$ cat src/rtl/mips_cpu_muldiv_ctrl.sv
// MIPS HI/LO multiply/divide unit: 33-cycle radix-2 shift-add multiply and restoring divide.
// Optional divider datapath is enabled by defining MULDIV_DIV_EN.
module mips_cpu_muldiv_ctrl #(
  parameter logic [31:0] HILO_RESET = 32'h0000_0000
) (
  input  logic        clk,
  input  logic        reset,
  input  logic        start,
  input  logic [1:0]  op,
  input  logic [31:0] op_a,
  input  logic [31:0] op_b,
  input  logic        mthi,
  input  logic        mtlo,
  input  logic [31:0] wdata,
  output logic        busy,
  output logic        done,
  output logic [31:0] hi,
  output logic [31:0] lo
);

  typedef enum logic [1:0] {IDLE, CALC, FIXUP} state_t;

  state_t      state_q, state_d;
  logic [4:0]  cnt_q, cnt_d;
  logic        is_div_q, is_div_d;
  logic        neg_q, neg_d;
  logic [31:0] a_q, a_d;
  logic [63:0] acc_q, acc_d;
  logic [31:0] hi_q, hi_d;
  logic [31:0] lo_q, lo_d;
  logic        done_q, done_d;

  logic        a_neg, b_neg;
  logic [31:0] a_mag, b_mag;
  logic [32:0] madd;
  logic [63:0] mul_step;
  logic [63:0] prod;

  assign a_neg = ~op[0] & op_a[31];
  assign b_neg = ~op[0] & op_b[31];
  assign a_mag = a_neg ? -op_a : op_a;
  assign b_mag = b_neg ? -op_b : op_b;

  // acc holds {partial product, remaining multiplier bits}; a_q is the multiplicand
  assign madd     = {1'b0, acc_q[63:32]} + (acc_q[0] ? {1'b0, a_q} : 33'd0);
  assign mul_step = {madd, acc_q[31:1]};
  assign prod     = neg_q ? -acc_q : acc_q;

`ifdef MULDIV_DIV_EN
  logic        rneg_q, rneg_d;
  logic        dz;
  logic [32:0] rsh, rsub;
  logic [63:0] div_step;
  logic [31:0] quo, rem;

  assign dz = (op_b == 32'd0);
  // acc holds {partial remainder, dividend bits shifting out / quotient bits shifting in}
  assign rsh      = {acc_q[63:32], acc_q[31]};
  assign rsub     = rsh - {1'b0, a_q};
  assign div_step = rsub[32] ? {rsh[31:0], acc_q[30:0], 1'b0}
                             : {rsub[31:0], acc_q[30:0], 1'b1};
  assign quo      = neg_q  ? -acc_q[31:0]  : acc_q[31:0];
  assign rem      = rneg_q ? -acc_q[63:32] : acc_q[63:32];
`endif

  always_comb begin
    state_d  = state_q;
    cnt_d    = cnt_q;
    is_div_d = is_div_q;
    neg_d    = neg_q;
    a_d      = a_q;
    acc_d    = acc_q;
    hi_d     = hi_q;
    lo_d     = lo_q;
    done_d   = 1'b0;
`ifdef MULDIV_DIV_EN
    rneg_d   = rneg_q;
`endif
    case (state_q)
      IDLE: begin
        if (start) begin
          is_div_d = op[1];
          cnt_d    = 5'd0;
          neg_d    = a_neg ^ b_neg;
          if (op[1]) begin
`ifdef MULDIV_DIV_EN
            // divide by zero runs on the raw dividend with no sign correction
            neg_d   = (a_neg ^ b_neg) & ~dz;
            rneg_d  = a_neg & ~dz;
            acc_d   = {32'd0, dz ? op_a : a_mag};
            a_d     = b_mag;
            state_d = CALC;
`else
            state_d = FIXUP;
`endif
          end else begin
            a_d     = a_mag;
            acc_d   = {32'd0, b_mag};
            state_d = CALC;
          end
        end else begin
          if (mthi) hi_d = wdata;
          if (mtlo) lo_d = wdata;
        end
      end
      CALC: begin
        cnt_d = cnt_q + 5'd1;
`ifdef MULDIV_DIV_EN
        acc_d = is_div_q ? div_step : mul_step;
`else
        acc_d = mul_step;
`endif
        if (cnt_q == 5'd31) state_d = FIXUP;
      end
      FIXUP: begin
`ifdef MULDIV_DIV_EN
        state_d = IDLE;
        done_d  = 1'b1;
        if (is_div_q) begin
          hi_d = rem;
          lo_d = quo;
        end else begin
          {hi_d, lo_d} = prod;
        end
`else
        // without a divider, a divide waits one extra cycle here and leaves hi/lo alone
        if (is_div_q && cnt_q == 5'd0) begin
          cnt_d = 5'd1;
        end else begin
          state_d = IDLE;
          done_d  = 1'b1;
          if (!is_div_q) {hi_d, lo_d} = prod;
        end
`endif
      end
      default: state_d = IDLE;
    endcase
  end

  always_ff @(posedge clk or posedge reset) begin
    if (reset) begin
      state_q  <= IDLE;
      cnt_q    <= 5'd0;
      is_div_q <= 1'b0;
      neg_q    <= 1'b0;
      a_q      <= 32'd0;
      acc_q    <= 64'd0;
      hi_q     <= HILO_RESET;
      lo_q     <= HILO_RESET;
      done_q   <= 1'b0;
`ifdef MULDIV_DIV_EN
      rneg_q   <= 1'b0;
`endif
    end else begin
      state_q  <= state_d;
      cnt_q    <= cnt_d;
      is_div_q <= is_div_d;
      neg_q    <= neg_d;
      a_q      <= a_d;
      acc_q    <= acc_d;
      hi_q     <= hi_d;
      lo_q     <= lo_d;
      done_q   <= done_d;
`ifdef MULDIV_DIV_EN
      rneg_q   <= rneg_d;
`endif
    end
  end

  assign busy = (state_q != IDLE);
  assign done = done_q;
  assign hi   = hi_q;
  assign lo   = lo_q;

endmodule

$ cat config.mk
export PLATFORM = sky130hd
export DESIGN_NAME = mips_cpu_muldiv_ctrl
export DESIGN_NICKNAME = d
export VERILOG_FILES = /design/src/rtl/mips_cpu_muldiv_ctrl.sv
export SDC_FILE = /design/constraint.sdc
export NUM_CORES = 1
export LEC_CHECK = 0
export ABC_AREA = 1
export CAP_MARGIN = 20
export CORE_MARGIN = 3
export CORE_UTILIZATION = 52
export DETAILED_ROUTE_END_ITERATION = 16
export PLACE_DENSITY = 0.81
export REMOVE_ABC_BUFFERS = 1
export SYNTH_ARGS = -nofsm -noshare
export SYNTH_HDL_FRONTEND = slang
export SYNTH_SLANG_ARGS = --single-unit
$ cat constraint.sdc
create_clock -name clk -period 5.1 [get_ports clk]
set_input_delay 0.765 -clock clk [delete_from_list [all_inputs] [get_ports clk]]
set_output_delay 0.765 -clock clk [all_outputs]
set_load 0.03 [all_outputs]
==> parameters.txt <==
Parameter                              Value

Outcome
  Status    finished, final reports clean

Global routing
  Met3 Resource Use GR    roughly 6.5%
  Leftover overflow at the end of global routing    0
  Global-route wire length before repair    around 77 mm
  Most utilized layer in the global route result    met2
  Number of global-route vias before repair    14658
  Global-route track usage on met2    57.3%
  Pin count of the biggest net entering global routing    79
  Global-route usage over all layers    34.2%
  Antenna violations before repair    1
  GR met1 Demand/Resource    between 40% and 50%

Clock tree
  Number of setup buffers added after CTS    0
  Clock tree from TritonCTS    done
  H-Tree Depth    4
  Root buffer selected by CTS    clkbuf_16
  Later-pin clock latency in the skew report    approximately 0.45 ns
  CTS Buffer Depth    2
  Clock sink count    170
  PostCTS Resize Cnt    0
  Clock slew at reported path FFs    around 0.08 ns
  Inserted Clock Buffers    17
  Hold_buf cts    0

STA
  Maximum frequency from static timing analysis    ~0.30 GHz
  Unrepaired setup endpoints after global routing    false
  Max-slew headroom    38.4%
  Setup TNS    0 ns
  Final worst path period need    around 3.4 ns
  Setup-violating endpoint count in the final report    0
  Number of pins with negative max-slew slack in the final report    0
  Maximum clock skew at final layout    roughly 0.017 ns
  Period utilisation layout    66.2%
  Final Hold Vio Count    0
  Actual transition at the worst max-transition pin    about 0.9 ns

Synth
  FF+latch count, synth    170
  Main flop type after synthesis    dfrtp_1
  Post-synthesis sequential area ratio    a little under a third
  Proportion of synthesized flip-flops having asynchronous set or reset    100%
  Synthesized instance count    about 2200
  Count of yosys warnings during synthesis    0
  Top cells by area, synth    dfrtp_1 31%, nand2_1 15%, nor2_1 9.0%
  Distinct cells, synth    between 40 and 50
  Number of synthesized flops with an enable pin    0
  Average cell area after synthesis    roughly 6.3 um^2
  Summed instance area of the synthesized netlist    roughly 0.014 mm^2
  Share of Yosys cell area claimed by the top area cell type    31.1%
  Cell type with the largest total area after synthesis    dfrtp_1

Floorplanning
  Core region area    0.0255 mm^2
  Width of the chip    around 170 um
  Die Height    about 170 um
  Total die area    0.0283 mm^2
  Ports placed on the boundary    roughly 170
  Number of standard-cell rows in the floorplan    between 50 and 60
  Initial Util    53.7%

Final layout
  Highest-count cells in the layout ignoring fill and taps    563 x nand2_1, 327 x nor2_1, 260 x inv_1, 221 x nand3_1, 169 x dfrtp_1
  Finished Cell Area    approximately 0.016 mm^2
  Filler instances    2391
  Nets    2458
  Most frequent standard cell in the layout excluding fill and tap cells    nand2_1
  Number of diodes    0
  Post-Route Utilization    a little under two thirds
  Fraction of final layout cells with drive strength greater than 1    5.08%
  Post-route insts no fill    2655
  Relative area change from synthesis to final layout    18.1%

Critical path
  Crit path launch type    flop
  Signal arrival time at the worst endpoint    3.74 ns
  Termination of the worst setup path    acc_q[36]$_DFFE_PP0P_
  CP Launch Point    state_q[0]$_DFFE_PP0P_
  Source of the worst register-to-register timing path    state_q[0]$_DFFE_PP0P_
  Worst r2r path cells    10
  Capture point of the worst reg-to-reg path    acc_q[36]$_DFFE_PP0P_
  Required time at the endpoint of the critical path    ~5.5 ns
  R2R Setup Slk    roughly 1.7 ns
  Largest fanout of any net on the critical path    53
  CP endpoint kind    flop
  Critical Setup Path Class    reg -> reg

Place
  Final weighted congestion in routability-driven placement    1.06
  Cell count after placement    2623
  Quantity of I/O buffers inserted on ports    168
  Area after DPL    0.0155 mm^2
  Detailed placement HPWL    slightly below 40 mm

Route
  Length of the first detailed-routing pass in iterations    8
  DRC violations left    0
  Total detailed-routing wirelength    just under 50 mm
  Vias per Instance    just under 6
  1st-iter DRT viols    roughly 1800
  Number of nets with antenna violations after routing    0
  Vias    roughly 15000
  Average wire per standard cell    18.4 um

Power
  Power density over the cells    between 500 and 600 mW/mm^2
  Final Total Pwr    between 9 and 10 mW
  Max rail drop VDD    approximately 850 uV
  Total leakage power    7.92 nW

Hold path
  Worst min-delay path category    reg -> reg

Run
  Number of max-cap violations    0
[routing by layer]
layer | vias up | part of all wire [%]
li1 | 7359 | -
met1 | 7179 | 40
met2 | 689 | 47
met3 | 145 | 7.8
met4 | 2 | 5.5
met5 | - | 0.029
[worst min path at each step]
stage / startpoint / endpoint / cells past startpoint / slack, ns
global placement: a_q[24]$_DFFE_PP0P_ / a_q[24]$_DFFE_PP0P_ / 2 / 0.46
detailed placement: a_q[20]$_DFFE_PP0P_ / a_q[20]$_DFFE_PP0P_ / 2 / 0.47
floorplan: cnt_q[2]$_DFFE_PP0P_ / cnt_q[2]$_DFFE_PP0P_ / 1 / 0.45
CTS: a_q[20]$_DFFE_PP0P_ / a_q[20]$_DFFE_PP0P_ / 2 / 0.49
finish: a_q[20]$_DFFE_PP0P_ / a_q[20]$_DFFE_PP0P_ / 2 / 0.48
global route: a_q[22]$_DFFE_PP0P_ / a_q[22]$_DFFE_PP0P_ / 2 / 0.50
[through the flow]
step	setup slack, ns	hold WS (ns)
2_1_floorplan	-0.268	0.448
5_1_grt	1.45	0.504
4_1_cts	1.80	0.486
6_report	1.73	0.481
3_3_place_gp	1.70	0.464
3_5_place_dp	1.57	0.467
[synthesized netlist by cell type, types with 7 or more instances]
library cell and n:
a31oi_1 15, o211ai_1 8, buf_2 23, nor2_2 11, nand2_2 12, ha_1 42, o31ai_1 7, a21oi_1 167
nor2_1 328, nand4_1 28, nand2_1 563, nand3_1 221, o21ai_0 144, o21ai_1 18, xor2_1 18, dfrtp_1 170
clkbuf_1 31, inv_1 261, o21ai_2 7, nor3_1 18, nand3b_1 7, inv_2 8, or2_2 12
[critical path, cell delays in order, from the launching register on]
cell and delay [ns]:
dfrtp_1 0.42, inv_1 0.10, ha_1 0.55, nand2_4 0.14
nor2_4 0.42, inv_2 0.45, o21ai_4 0.35, nand2_4 0.15
clkinv_2 0.36, o21ai_0 0.17, o22ai_1 0.13
[area by class of cell]
type | instances | area (um^2) | area share, %
multi-input cells | 1674 | 8060 | 49.9
well taps | 330 | 413 | 2.56
clock inverters | 14 | 180 | 1.12
repair buffers | 178 | 1770 | 11.0
clock buffers | 18 | 439 | 2.72
inverters | 271 | 1030 | 6.36
flip-flops and latches | 170 | 4260 | 26.4
[logic make-up after synthesis]
logic type	Yosys count	share of synthesized area, %
AND/OR/NAND/NOR	1222	38.2
AO/OA/AOI/OAI	387	15.3
buffers and inverters	339	9.93
flip-flops	170	31.1
adder cells (fa/ha/maj)	43	3.99
XOR/XNOR	22	1.41
[where the power goes]
group | switching, mW | leakage (nW) | internal [mW]
sequential | 0.558 | 2.07 | 1.93
clock | 0.616 | 0.304 | 0.796
combinational | 3.81 | 5.54 | 1.85
total | 4.99 | 7.92 | 4.58
[registers in the layout, indices dropped and copies added, names as in the netlist]
| signal | count |
|---|---|
| cnt_q | 5 |
| neg_q | 1 |
| is_div_q | 1 |
| state_q | 2 |
| a_q | 32 |
| acc_q | 64 |
| done | 1 |
| lo | 32 |
| hi | 32 |
Note: power is estimated with default switching activity, not from simulation.
